===== config.mk =====
export PLATFORM = sky130hd
export DESIGN_NAME = ram_fifo_ctrl_flat
export DESIGN_NICKNAME = d
export VERILOG_FILES = /design/src/rtl/ram_fifo_pkg.sv /design/src/rtl/ram_fifo_ctrl_if.sv /design/src/rtl/ram_fifo_out_buf.sv /design/src/rtl/ram_fifo_ctrl.sv /design/src/flat_wrapper.sv
export SDC_FILE = /design/constraint.sdc
export NUM_CORES = 1
export LEC_CHECK = 0
export CORE_MARGIN = 5
export CORE_UTILIZATION = 40
export DETAILED_ROUTE_END_ITERATION = 10
export HOLD_SLACK_MARGIN = 0.02
export PLACE_DENSITY_LB_ADDON = 0.12
export SETUP_SLACK_MARGIN = 0.15
export SKIP_CTS_REPAIR_TIMING = 1
export SLEW_MARGIN = 30
export SYNTH_ARGS = -nofsm -noshare
export SYNTH_HDL_FRONTEND = slang
export SYNTH_SLANG_ARGS = --single-unit

===== constraint.sdc =====
create_clock -name clk -period 4.9 [get_ports clk]
set_input_delay 0.98 -clock clk [delete_from_list [all_inputs] [get_ports clk]]
set_output_delay 0.98 -clock clk [all_outputs]
set_load 0.03 [all_outputs]

===== src/rtl/ram_fifo_pkg.sv =====
// Shared constants and encodings for the stream-to-RAM FIFO controller.
package ram_fifo_pkg;

    localparam int DEF_DATA_W = 8;
    localparam int DEF_ADDR_W = 6;
    localparam int DEF_DEPTH  = 64;

    // Round-robin owner of the next contested RAM access.
    typedef enum logic {
        PRIO_WR = 1'b0,
        PRIO_RD = 1'b1
    } prio_t;

endpackage


===== src/rtl/ram_fifo_ctrl_if.sv =====
// Stream, RAM-pin and status bundle of the RAM FIFO controller.
// master: upstream/downstream/RAM environment; slave: the controller.
interface ram_fifo_ctrl_if #(
    parameter int DATA_W = ram_fifo_pkg::DEF_DATA_W,
    parameter int ADDR_W = ram_fifo_pkg::DEF_ADDR_W
);

    logic [DATA_W-1:0] in_data;
    logic              in_valid;
    logic              in_ready;
    logic [DATA_W-1:0] out_data;
    logic              out_valid;
    logic              out_ready;
    logic              ram_we;
    logic [ADDR_W-1:0] ram_wr_addr;
    logic [ADDR_W-1:0] ram_rd_addr;
    logic [DATA_W-1:0] ram_data;
    logic [DATA_W-1:0] ram_q;
    logic [ADDR_W:0]   count;
    logic              full;
    logic              empty;

    modport master (
        output in_data, in_valid, out_ready, ram_q,
        input  in_ready, out_data, out_valid, ram_we, ram_wr_addr,
               ram_rd_addr, ram_data, count, full, empty
    );

    modport slave (
        input  in_data, in_valid, out_ready, ram_q,
        output in_ready, out_data, out_valid, ram_we, ram_wr_addr,
               ram_rd_addr, ram_data, count, full, empty
    );

endinterface


===== src/rtl/ram_fifo_out_buf.sv =====
// Two-entry registered output buffer. The head entry drives out_data directly,
// so the output only moves on a pop or on a push into an empty buffer.
module ram_fifo_out_buf
    import ram_fifo_pkg::*;
#(
    parameter int DATA_W = DEF_DATA_W
) (
    input  logic              clk,
    input  logic              rst,
    input  logic              push,
    input  logic [DATA_W-1:0] push_data,
    input  logic              pop,
    output logic [DATA_W-1:0] out_data,
    output logic              out_valid,
    output logic [1:0]        buf_cnt
);

    logic [DATA_W-1:0] tail_q;
    logic              pop_ok;
    logic [1:0]        cnt_nxt;

    assign pop_ok = pop & out_valid;

    // Occupancy after this cycle's push and pop.
    always_comb begin
        cnt_nxt = buf_cnt;
        if (push && !pop_ok)
            cnt_nxt = buf_cnt + 2'd1;
        else if (!push && pop_ok)
            cnt_nxt = buf_cnt - 2'd1;
    end

    // Head/tail data movement and registered valid.
    always_ff @(posedge clk or posedge rst) begin
        if (rst) begin
            out_data  <= '0;
            tail_q    <= '0;
            out_valid <= 1'b0;
            buf_cnt   <= 2'd0;
        end else begin
            buf_cnt   <= cnt_nxt;
            out_valid <= (cnt_nxt != 2'd0);
            if (pop_ok) begin
                if (buf_cnt == 2'd2) begin
                    out_data <= tail_q;
                    if (push)
                        tail_q <= push_data;
                end else if (push) begin
                    out_data <= push_data;
                end
            end else if (push) begin
                if (buf_cnt == 2'd0)
                    out_data <= push_data;
                else
                    tail_q <= push_data;
            end
        end
    end

    // The upstream read credit must never let a third word arrive.
    assert property (@(posedge clk) disable iff (rst)
        !(push && !pop_ok && buf_cnt == 2'd2));

endmodule


===== src/rtl/ram_fifo_ctrl.sv =====
// Stream-to-RAM FIFO controller: owns the single RAM port, arbitrating one
// write or one read per cycle, and hides the RAM read latency behind a
// 2-entry output buffer.
module ram_fifo_ctrl
    import ram_fifo_pkg::*;
#(
    parameter int DATA_W = DEF_DATA_W,
    parameter int ADDR_W = DEF_ADDR_W,
    parameter int DEPTH  = DEF_DEPTH
) (
    input  logic           clk,
    input  logic           rst,
    ram_fifo_ctrl_if.slave bus
);

    localparam logic [ADDR_W:0] FULL_CNT = (ADDR_W+1)'(DEPTH);

    logic [ADDR_W-1:0] wr_ptr;
    logic [ADDR_W-1:0] rd_ptr;
    logic [ADDR_W:0]   count_q;
    logic              rd_pend;
    prio_t             prio;
    logic [1:0]        buf_cnt;

    logic       full_w;
    logic       empty_w;
    logic       out_fire;
    logic [2:0] buf_credit;
    logic       rd_want;
    logic       wr_pend;
    logic       in_ready_w;
    logic       wr_fire;
    logic       rd_fire;
    logic       contested;

    assign full_w   = (count_q == FULL_CNT);
    assign empty_w  = (count_q == '0);
    assign out_fire = bus.out_valid & bus.out_ready;

    // Buffer slots already spoken for: held words plus a read in flight,
    // minus the word leaving this cycle. A read is only issued if a slot remains.
    assign buf_credit = 3'(buf_cnt) + 3'(rd_pend) - 3'(out_fire);
    assign rd_want    = !empty_w && (buf_credit < 3'd2);

    assign wr_pend    = bus.in_valid & !full_w;
    assign in_ready_w = !rst && !full_w && !(rd_want && (prio == PRIO_RD));
    assign wr_fire    = bus.in_valid & in_ready_w;
    assign rd_fire    = rd_want & !wr_fire;
    assign contested  = rd_want & wr_pend;

    assign bus.in_ready    = in_ready_w;
    assign bus.ram_we      = wr_fire;
    assign bus.ram_wr_addr = wr_ptr;
    assign bus.ram_rd_addr = rd_ptr;
    assign bus.ram_data    = bus.in_data;
    assign bus.count       = count_q;
    assign bus.full        = full_w;
    assign bus.empty       = empty_w;

    // Pointers wrap silently; count separates full from empty.
    always_ff @(posedge clk or posedge rst) begin
        if (rst) begin
            wr_ptr  <= '0;
            rd_ptr  <= '0;
            count_q <= '0;
        end else begin
            if (wr_fire)
                wr_ptr <= wr_ptr + ADDR_W'(1);
            if (rd_fire)
                rd_ptr <= rd_ptr + ADDR_W'(1);
            if (wr_fire)
                count_q <= count_q + (ADDR_W+1)'(1);
            else if (rd_fire)
                count_q <= count_q - (ADDR_W+1)'(1);
        end
    end

    // Round-robin arbiter state and the read-in-flight marker.
    always_ff @(posedge clk or posedge rst) begin
        if (rst) begin
            prio    <= PRIO_WR;
            rd_pend <= 1'b0;
        end else begin
            rd_pend <= rd_fire;
            if (contested)
                prio <= (prio == PRIO_WR) ? PRIO_RD : PRIO_WR;
        end
    end

    ram_fifo_out_buf #(
        .DATA_W (DATA_W)
    ) u_out_buf (
        .clk       (clk),
        .rst       (rst),
        .push      (rd_pend),
        .push_data (bus.ram_q),
        .pop       (out_fire),
        .out_data  (bus.out_data),
        .out_valid (bus.out_valid),
        .buf_cnt   (buf_cnt)
    );

endmodule


===== src/flat_wrapper.sv =====
// flat-port wrapper written by rule: the top's interface ports become plain ports
module ram_fifo_ctrl_flat import ram_fifo_pkg::*;
#(
    parameter int DATA_W = DEF_DATA_W,
    parameter int ADDR_W = DEF_ADDR_W,
    parameter int DEPTH  = DEF_DEPTH
)
  (clk, rst, bus_in_data, bus_in_valid, bus_out_ready, bus_ram_q, bus_in_ready, bus_out_data, bus_out_valid, bus_ram_we, bus_ram_wr_addr, bus_ram_rd_addr, bus_ram_data, bus_count, bus_full, bus_empty);
  ram_fifo_ctrl_if #(.DATA_W(DATA_W), .ADDR_W(ADDR_W)) bus_i ();
  input  logic clk;
  input  logic rst;
  input wire logic [$bits(bus_i.in_data)-1:0] bus_in_data;
  input wire logic [$bits(bus_i.in_valid)-1:0] bus_in_valid;
  input wire logic [$bits(bus_i.out_ready)-1:0] bus_out_ready;
  input wire logic [$bits(bus_i.ram_q)-1:0] bus_ram_q;
  output wire logic [$bits(bus_i.in_ready)-1:0] bus_in_ready;
  output wire logic [$bits(bus_i.out_data)-1:0] bus_out_data;
  output wire logic [$bits(bus_i.out_valid)-1:0] bus_out_valid;
  output wire logic [$bits(bus_i.ram_we)-1:0] bus_ram_we;
  output wire logic [$bits(bus_i.ram_wr_addr)-1:0] bus_ram_wr_addr;
  output wire logic [$bits(bus_i.ram_rd_addr)-1:0] bus_ram_rd_addr;
  output wire logic [$bits(bus_i.ram_data)-1:0] bus_ram_data;
  output wire logic [$bits(bus_i.count)-1:0] bus_count;
  output wire logic [$bits(bus_i.full)-1:0] bus_full;
  output wire logic [$bits(bus_i.empty)-1:0] bus_empty;
  assign bus_i.in_data = bus_in_data;
  assign bus_i.in_valid = bus_in_valid;
  assign bus_i.out_ready = bus_out_ready;
  assign bus_i.ram_q = bus_ram_q;
  assign bus_in_ready = bus_i.in_ready;
  assign bus_out_data = bus_i.out_data;
  assign bus_out_valid = bus_i.out_valid;
  assign bus_ram_we = bus_i.ram_we;
  assign bus_ram_wr_addr = bus_i.ram_wr_addr;
  assign bus_ram_rd_addr = bus_i.ram_rd_addr;
  assign bus_ram_data = bus_i.ram_data;
  assign bus_count = bus_i.count;
  assign bus_full = bus_i.full;
  assign bus_empty = bus_i.empty;
  ram_fifo_ctrl #(.DATA_W(DATA_W), .ADDR_W(ADDR_W), .DEPTH(DEPTH)) u_core (.clk(clk), .rst(rst), .bus(bus_i));
endmodule

== Yosys cells after proc, flatten, opt, wreduce, memory -nomap -nowiden ==
Index checks and enable logic that the tools add are counted.

* Register bits: 40
* Input port bits: 20
* Output and inout bits: 40
* Logic and storage cells: 65

* Add/sub/neg operators: 8
* $lt $le $gt $ge: 1
* Equal/unequal tests: 5
* Mux-type cells: 14
* Bitwise operators: 6
* Reductions and logical operators: 22

{| class="wikitable"
|+ Operators by type and width
! kind !! number
|-
| two-way mux 8 bit || 9
|-
| two-way mux 7 bit || 2
|-
| adder 6 x 1 -> 6 bit, second input constant || 2
|-
| nonzero test 2 bit || 5
|-
| adder 7 x 1 -> 7 bit, second input constant || 1
|-
| == test 7 bit, second input constant || 1
|-
| zero test 1 bit || 7
|-
| zero test 7 bit || 1
|-
| subtractor 7 x 1 -> 7 bit, second input constant || 1
|-
| AND 1 bit || 6
|-
| logical AND 1 bit || 6
|-
| two-way mux 2 bit || 2
|-
| != test 2 x 1 -> 1 bit, second input constant || 2
|-
| AND reduction 4 bit || 1
|-
| adder 2 x 1 -> 3 bit || 1
|-
| less-than comparator 3 x 2 -> 1 bit, second input constant || 1
|-
| AND reduction 3 bit || 1
|-
| subtractor 3 x 1 -> 3 bit || 1
|-
| adder 2 x 1 -> 2 bit, second input constant || 1
|-
| == test 2 bit, second input constant || 1
|-
| zero test 2 bit || 1
|-
| != test 2 bit, second input constant || 1
|-
| subtractor 2 x 1 -> 2 bit, second input constant || 1
|-
| two-way mux 1 bit || 1
|}

== Logic depth before layout (Yosys ltp) ==
* Depth after elaboration: 12
* Gate-level depth with buffers: 15
* Gate-level depth less buffers: 14

== Cells and area by module ==
A second synthesis with hierarchy kept.

* Cell total of the unflattened synthesis: 180
* Area total of the unflattened synthesis: 2270.9 µm²

{| class="wikitable"
|+ By module, submodules not included
! module !! instances !! cells each !! area each (µm²) !! sequential area each (µm²)
|-
| ram_fifo_ctrl || 1 || 112 || 1283.7 || 525.5
|-
| ram_fifo_out_buf || 1 || 68 || 987.2 || 475.5
|}

== Worst setup path before layout ==
OpenSTA, ideal clock, no wires.

* Path type: input to register
* Start point: in bus_out_ready
* End point: reg u_core.count_q[6], in the netlist u_core.bus.count[6]
* Library setup time: 0.134 ns
* Data arrival time: 4.396 ns
* Data required time: 4.766 ns
* Path slack: 0.370 ns
* Cell stages on the path: 15
* Buffers on the path: 1
* Cells stage by stage: nand2_1 > ha_1 > nand2_1 > fa_1 > xnor2_1 > and2_1 > clkbuf_1 > a311oi_4 > inv_1 > fa_1 > a211oi_1 > o21bai_1 > a21oi_1 > mux2i_1 > xnor2_1

* Word-level cells in the longest chain between the ends: 11
* Elaborated cells on any way between the ends: 12
* Classes of those cells: add/sub: 1; order compare: 1; mux: 1; bitwise: 3; reduce/logical: 6

{| class="wikitable"
|+ RTL lines
! item !! RTL line !! text
|-
| start, declared || flat_wrapper.sv:14 || <nowiki>input wire logic [$bits(bus_i.out_ready)-1:0] bus_out_ready;</nowiki>
|-
| AND 1 bit (*) || ram_fifo_ctrl.sv:38 || <nowiki>assign out_fire = bus.out_valid & bus.out_ready;</nowiki>
|-
| subtractor 3 x 1 -> 3 bit (*) || ram_fifo_ctrl.sv:42 || <nowiki>assign buf_credit = 3'(buf_cnt) + 3'(rd_pend) - 3'(out_fire);</nowiki>
|-
| less-than comparator 3 x 2 -> 1 bit (*) || ram_fifo_ctrl.sv:43 || <nowiki>assign rd_want = !empty_w && (buf_credit < 3'd2);</nowiki>
|-
| logical AND 1 bit (*) || ram_fifo_ctrl.sv:43 ||
|-
| logical AND 1 bit (*) || ram_fifo_ctrl.sv:46 || <nowiki>assign in_ready_w = !rst && !full_w && !(rd_want && (prio == PRIO_RD));</nowiki>
|-
| zero test 1 bit (*) || ram_fifo_ctrl.sv:46 ||
|-
| logical AND 1 bit (*) || ram_fifo_ctrl.sv:46 ||
|-
| AND 1 bit (*) || ram_fifo_ctrl.sv:47 || <nowiki>assign wr_fire = bus.in_valid & in_ready_w;</nowiki>
|-
| via bus_ram_we || flat_wrapper.sv:19 || <nowiki>output wire logic [$bits(bus_i.ram_we)-1:0] bus_ram_we;</nowiki>
|-
| zero test 1 bit || ram_fifo_ctrl.sv:48 || <nowiki>assign rd_fire = rd_want & !wr_fire;</nowiki>
|-
| AND 1 bit || ram_fifo_ctrl.sv:48 ||
|-
| nonzero test 2 bit (no line) || -- ||
|-
| end signal, assigned || ram_fifo_ctrl.sv:72 || <nowiki>count_q <= count_q + (ADDR_W+1)'(1);</nowiki>
|-
| end signal, assigned || ram_fifo_ctrl.sv:74 || <nowiki>count_q <= count_q - (ADDR_W+1)'(1);</nowiki>
|-
| end, declared || ram_fifo_ctrl.sv:20 || <nowiki>logic [ADDR_W:0] count_q;</nowiki>
|}

Mark *: on every way through the listed nets, which the timed path passes. The rest lies on a longest branch.
A chain may end at the register's enable or synchronous reset.

== Final worst setup path ==
* Start point: in bus_out_ready
* End point: reg u_core.count_q[6], in the netlist u_core.bus.count[6]

* Word-level cells in the longest chain between the ends: 11
* Elaborated cells on any way between the ends: 12
* Classes of those cells: add/sub: 1; order compare: 1; mux: 1; bitwise: 3; reduce/logical: 6

{| class="wikitable"
|+ RTL lines
! item !! RTL line
|-
| AND 1 bit (*) || ram_fifo_ctrl.sv:38
|-
| subtractor 3 x 1 -> 3 bit (*) || ram_fifo_ctrl.sv:42
|-
| less-than comparator 3 x 2 -> 1 bit (*) || ram_fifo_ctrl.sv:43
|-
| logical AND 1 bit (*) || ram_fifo_ctrl.sv:43
|-
| logical AND 1 bit || ram_fifo_ctrl.sv:46
|-
| zero test 1 bit || ram_fifo_ctrl.sv:46
|-
| logical AND 1 bit || ram_fifo_ctrl.sv:46
|-
| AND 1 bit || ram_fifo_ctrl.sv:47
|-
| zero test 1 bit || ram_fifo_ctrl.sv:48
|-
| AND 1 bit || ram_fifo_ctrl.sv:48
|-
| nonzero test 2 bit (no line) || --
|}

Every way passes the cells marked *; elsewhere a longest branch is shown, timed or not.

==> out/metrics.cfg <==
[power_and_ir_drop]
power_leakage_nw=1.19
power_density_mw_per_mm2=805
vdd_drop_max_mv=0.477

[global_route]
grt_pass1_vias=1594
grt_busiest_layer=met2
overall_fraction_of_global_route_tracks_in_use=0.134
grt_use_met1=0.164
grtUsageMet3=0.0455
met2_usage=0.223
antenna_found_initial=0
global_route_wire_length_before_repair_mm=7.71
grt_overflow=0
largest_net_degree_at_the_start_of_global_routing=41

[clock_network]
clk_transition_reported_paths_ns=0.08
cts.path.max_buffers=2
cts-buffers-inserted=5
cts.htree.levels=2
clock_sink_count=40
tritoncts=built
clock_latency_ns=0.29
clock-root-buffer=sky130_fd_sc_hd__clkbuf_8

[final_layout]
areaGrowthSynthToFinish_pct=26.8
number_of_antenna_cells_inserted=0
post-route-util=0.523
regArea_mm2=0.00100
multi_input_area_mm2=0.00101
commonest_non_fill_non_tap_cell_in_the_layout=sky130_fd_sc_hd__clkdlybuf4s50_1
finalNetCount=259
final_layout_size_suffix_gt1_frac=0.146
most-common-layout-cells=sky130_fd_sc_hd__clkdlybuf4s50_1 (41), sky130_fd_sc_hd__dfrtp_1 (40), sky130_fd_sc_hd__nand2_1 (22)
nFillCells=491

[setup_path]
critical_path.max_fanout=6
reg2regPathDepth=14
worst_setup_path_endpoint=u_core.bus.count[6]$_DFFE_PP0P_
worstPathRequired_ns=5.11
critical_path_arrival_ns=4.61
minimum_setup_slack_among_reg_to_reg_paths_ns=1.28
r2r_start=u_core.u_out_buf.out_valid$_DFF_PP0_
end_of_the_worst_register_to_register_path=u_core.bus.count[6]$_DFFE_PP0P_
start_kind=input port
setup.worst_path.class=in -> reg
endpoint_kind=register
critPathLaunch=bus_out_ready

[drt]
remaining_drc_errors=0
via_per_instance_ratio=4.95
drt_iter0_markers=61
route.vias.total=1466
totalWireLength_mm=4.29
routedWlPerCell_um=14.5
drtPass1Iterations=4
ant_nets=0

[floorplanning]
num_io_pins=60
overall_die_height_um=82.8
die-width_um=82.8
rows=26
fp.coreArea_mm2=0.00514
floorplan.initialDensity=0.413
die_area_mm2=0.00686

[timing]
fmax_ghz=0.227
finalMaxSlewViolations=0
finalSetupViolations=0
timing.slew.headroom=0.385
final_period_minus_worst_setup_slack_ns=4.41
worst_pin_slew_ns=0.916
clock-skew-final_ns=0.00719
setup_repair_after_global_routing_missed_its_margin=no
final_count_of_hold_timing_violations=0
final_cycle_utilization_of_the_critical_path=0.899
fin_setup_tns_ns=0

[yosys]
synth.yosys.seq_area_share=0.472
yosys.cell_types.count=37
syn_avg_cell_area_um2=11.5
synthesis.area_mm2=0.00212
ys_ff_latch=40
synth_edf_count=0
yosys_warnings=0
synth_fp_nets=218
dominantRegCellSynth=sky130_fd_sc_hd__dfrtp_1
synthCells=184
async_flop_share=1.00

[placement]
finalWeightedCongestion=0.858
place.port_buffers=43
detailed_place_hpwl_mm=3.16

[status]
status=complete, no violations

[job]
drv_cap=0

[worst_hold_path]
hold_path.class=reg -> reg
instance_count_along_the_most_critical_hold_path=1

[how the worst min path moves through the flow]
| stage | from | endpoint | slack [ns] |
|---|---|---|---|
| 6_report | u_core.bus.ram_rd_addr[5]$_DFFE_PP0P_ | u_core.bus.ram_rd_addr[5]$_DFFE_PP0P_ | 0.47 |
| 5_1_grt | u_core.bus.ram_rd_addr[5]$_DFFE_PP0P_ | u_core.bus.ram_rd_addr[5]$_DFFE_PP0P_ | 0.50 |
| 4_1_cts | u_core.bus.ram_rd_addr[5]$_DFFE_PP0P_ | u_core.bus.ram_rd_addr[5]$_DFFE_PP0P_ | 0.48 |
| 3_5_place_dp | u_core.bus.ram_rd_addr[5]$_DFFE_PP0P_ | u_core.bus.ram_rd_addr[5]$_DFFE_PP0P_ | 0.47 |
| 3_3_place_gp | u_core.bus.ram_rd_addr[5]$_DFFE_PP0P_ | u_core.bus.ram_rd_addr[5]$_DFFE_PP0P_ | 0.46 |
| 2_1_floorplan | u_core.u_out_buf.tail_q[0]$_DFFE_PP0P_ | u_core.u_out_buf.tail_q[0]$_DFFE_PP0P_ | 0.48 |
[area by class of cell]
type                            instances  share of cell area
Multi-Input combinational cell        124               0.377
Sequential cell                        40               0.372
Timing Repair Buffer                   45               0.166
Tap cell                               70              0.0326
Clock buffer                            6              0.0270
Clock inverter                          2              0.0130
Inverter                                9              0.0126
[worst max-delay path: stages]
cell and delay, ns:
sky130_fd_sc_hd__clkdlybuf4s50_1 0.46, sky130_fd_sc_hd__nand2_1 0.12, sky130_fd_sc_hd__ha_1 0.30, sky130_fd_sc_hd__nand2_1 0.06
sky130_fd_sc_hd__fa_1 0.40, sky130_fd_sc_hd__xnor2_1 0.13, sky130_fd_sc_hd__and2_1 0.25, sky130_fd_sc_hd__a311oi_4 0.33
sky130_fd_sc_hd__inv_1 0.18, sky130_fd_sc_hd__fa_1 0.46, sky130_fd_sc_hd__a211oi_1 0.25, sky130_fd_sc_hd__o21bai_1 0.11
sky130_fd_sc_hd__a21oi_1 0.19, sky130_fd_sc_hd__mux2i_1 0.25, sky130_fd_sc_hd__xnor2_1 0.14
[routing by layer]
metal / part of all wire / wire [µm]
met4: 0.014 / 62
met3: 0.062 / 268
met1: 0.46 / 1970
met2: 0.46 / 1990
met5: 0 / 0
[per-stage QoR]
| stage | area (µm²) | setup slack [ns] | hold slack (ns) | total power, mW | instances |
|---|---|---|---|---|---|
| global placement | 2580 | 0.230 | 0.461 | 1.87 | 288 |
| detailed placement | 2580 | 0.179 | 0.467 | 1.91 | 288 |
| global route | 2690 | 0.237 | 0.501 | 2.34 | 296 |
| floorplan | 2120 | 0.370 | 0.480 | 1.54 | 184 |
| CTS | 2690 | 0.170 | 0.478 | 2.19 | 296 |
| finish | 2690 | 0.494 | 0.469 | 2.16 | 296 |
[cell usage after synthesis (2+ instances only)]
cell                        n  area [µm²]
sky130_fd_sc_hd__buf_4      8        60.1
sky130_fd_sc_hd__mux2i_1    9        90.1
sky130_fd_sc_hd__clkbuf_1   2        7.51
sky130_fd_sc_hd__fa_1       2        40.0
sky130_fd_sc_hd__xor2_1     4        35.0
sky130_fd_sc_hd__mux2_2    15         169
sky130_fd_sc_hd__a21oi_1    4        20.0
sky130_fd_sc_hd__nor2_1     4        15.0
sky130_fd_sc_hd__o21ai_0   10        50.1
sky130_fd_sc_hd__nand4_1    4        25.0
sky130_fd_sc_hd__nand3_1    2        10.0
sky130_fd_sc_hd__and3_1     2        12.5
sky130_fd_sc_hd__ha_1      12         150
sky130_fd_sc_hd__nand2_1   22        82.6
sky130_fd_sc_hd__xnor2_1   15         131
sky130_fd_sc_hd__dfrtp_1   40        1000
sky130_fd_sc_hd__inv_1      9        33.8
[state kept, by name, summed over array words and instances, names as in the netlist]
register / cells
u_core.u_out_buf.out_data: 8
u_core.u_out_buf.tail_q: 8
u_core.bus.count: 7
u_core.bus.ram_rd_addr: 6
u_core.bus.ram_wr_addr: 6
u_core.u_out_buf.buf_cnt: 2
u_core.prio: 1
u_core.rd_pend: 1
u_core.u_out_buf.out_valid: 1
[cell families after synthesis]
family	after synthesis	synth area share
buf+inv	20	0.0501
compound gates	24	0.0826
mux	24	0.122
simple gates	43	0.105
fa+ha+maj	14	0.0897
xor+xnor	19	0.0785
flops	40	0.472
[power by group]
group / total (mW) / switching, mW / internal, mW
Clock: 0.266 / 0.114 / 0.151
Combinational: 1.25 / 0.667 / 0.584
Sequential: 0.648 / 0.148 / 0.500
Total: 2.16 / 0.929 / 1.24
(Power assumes the default switching activity.)
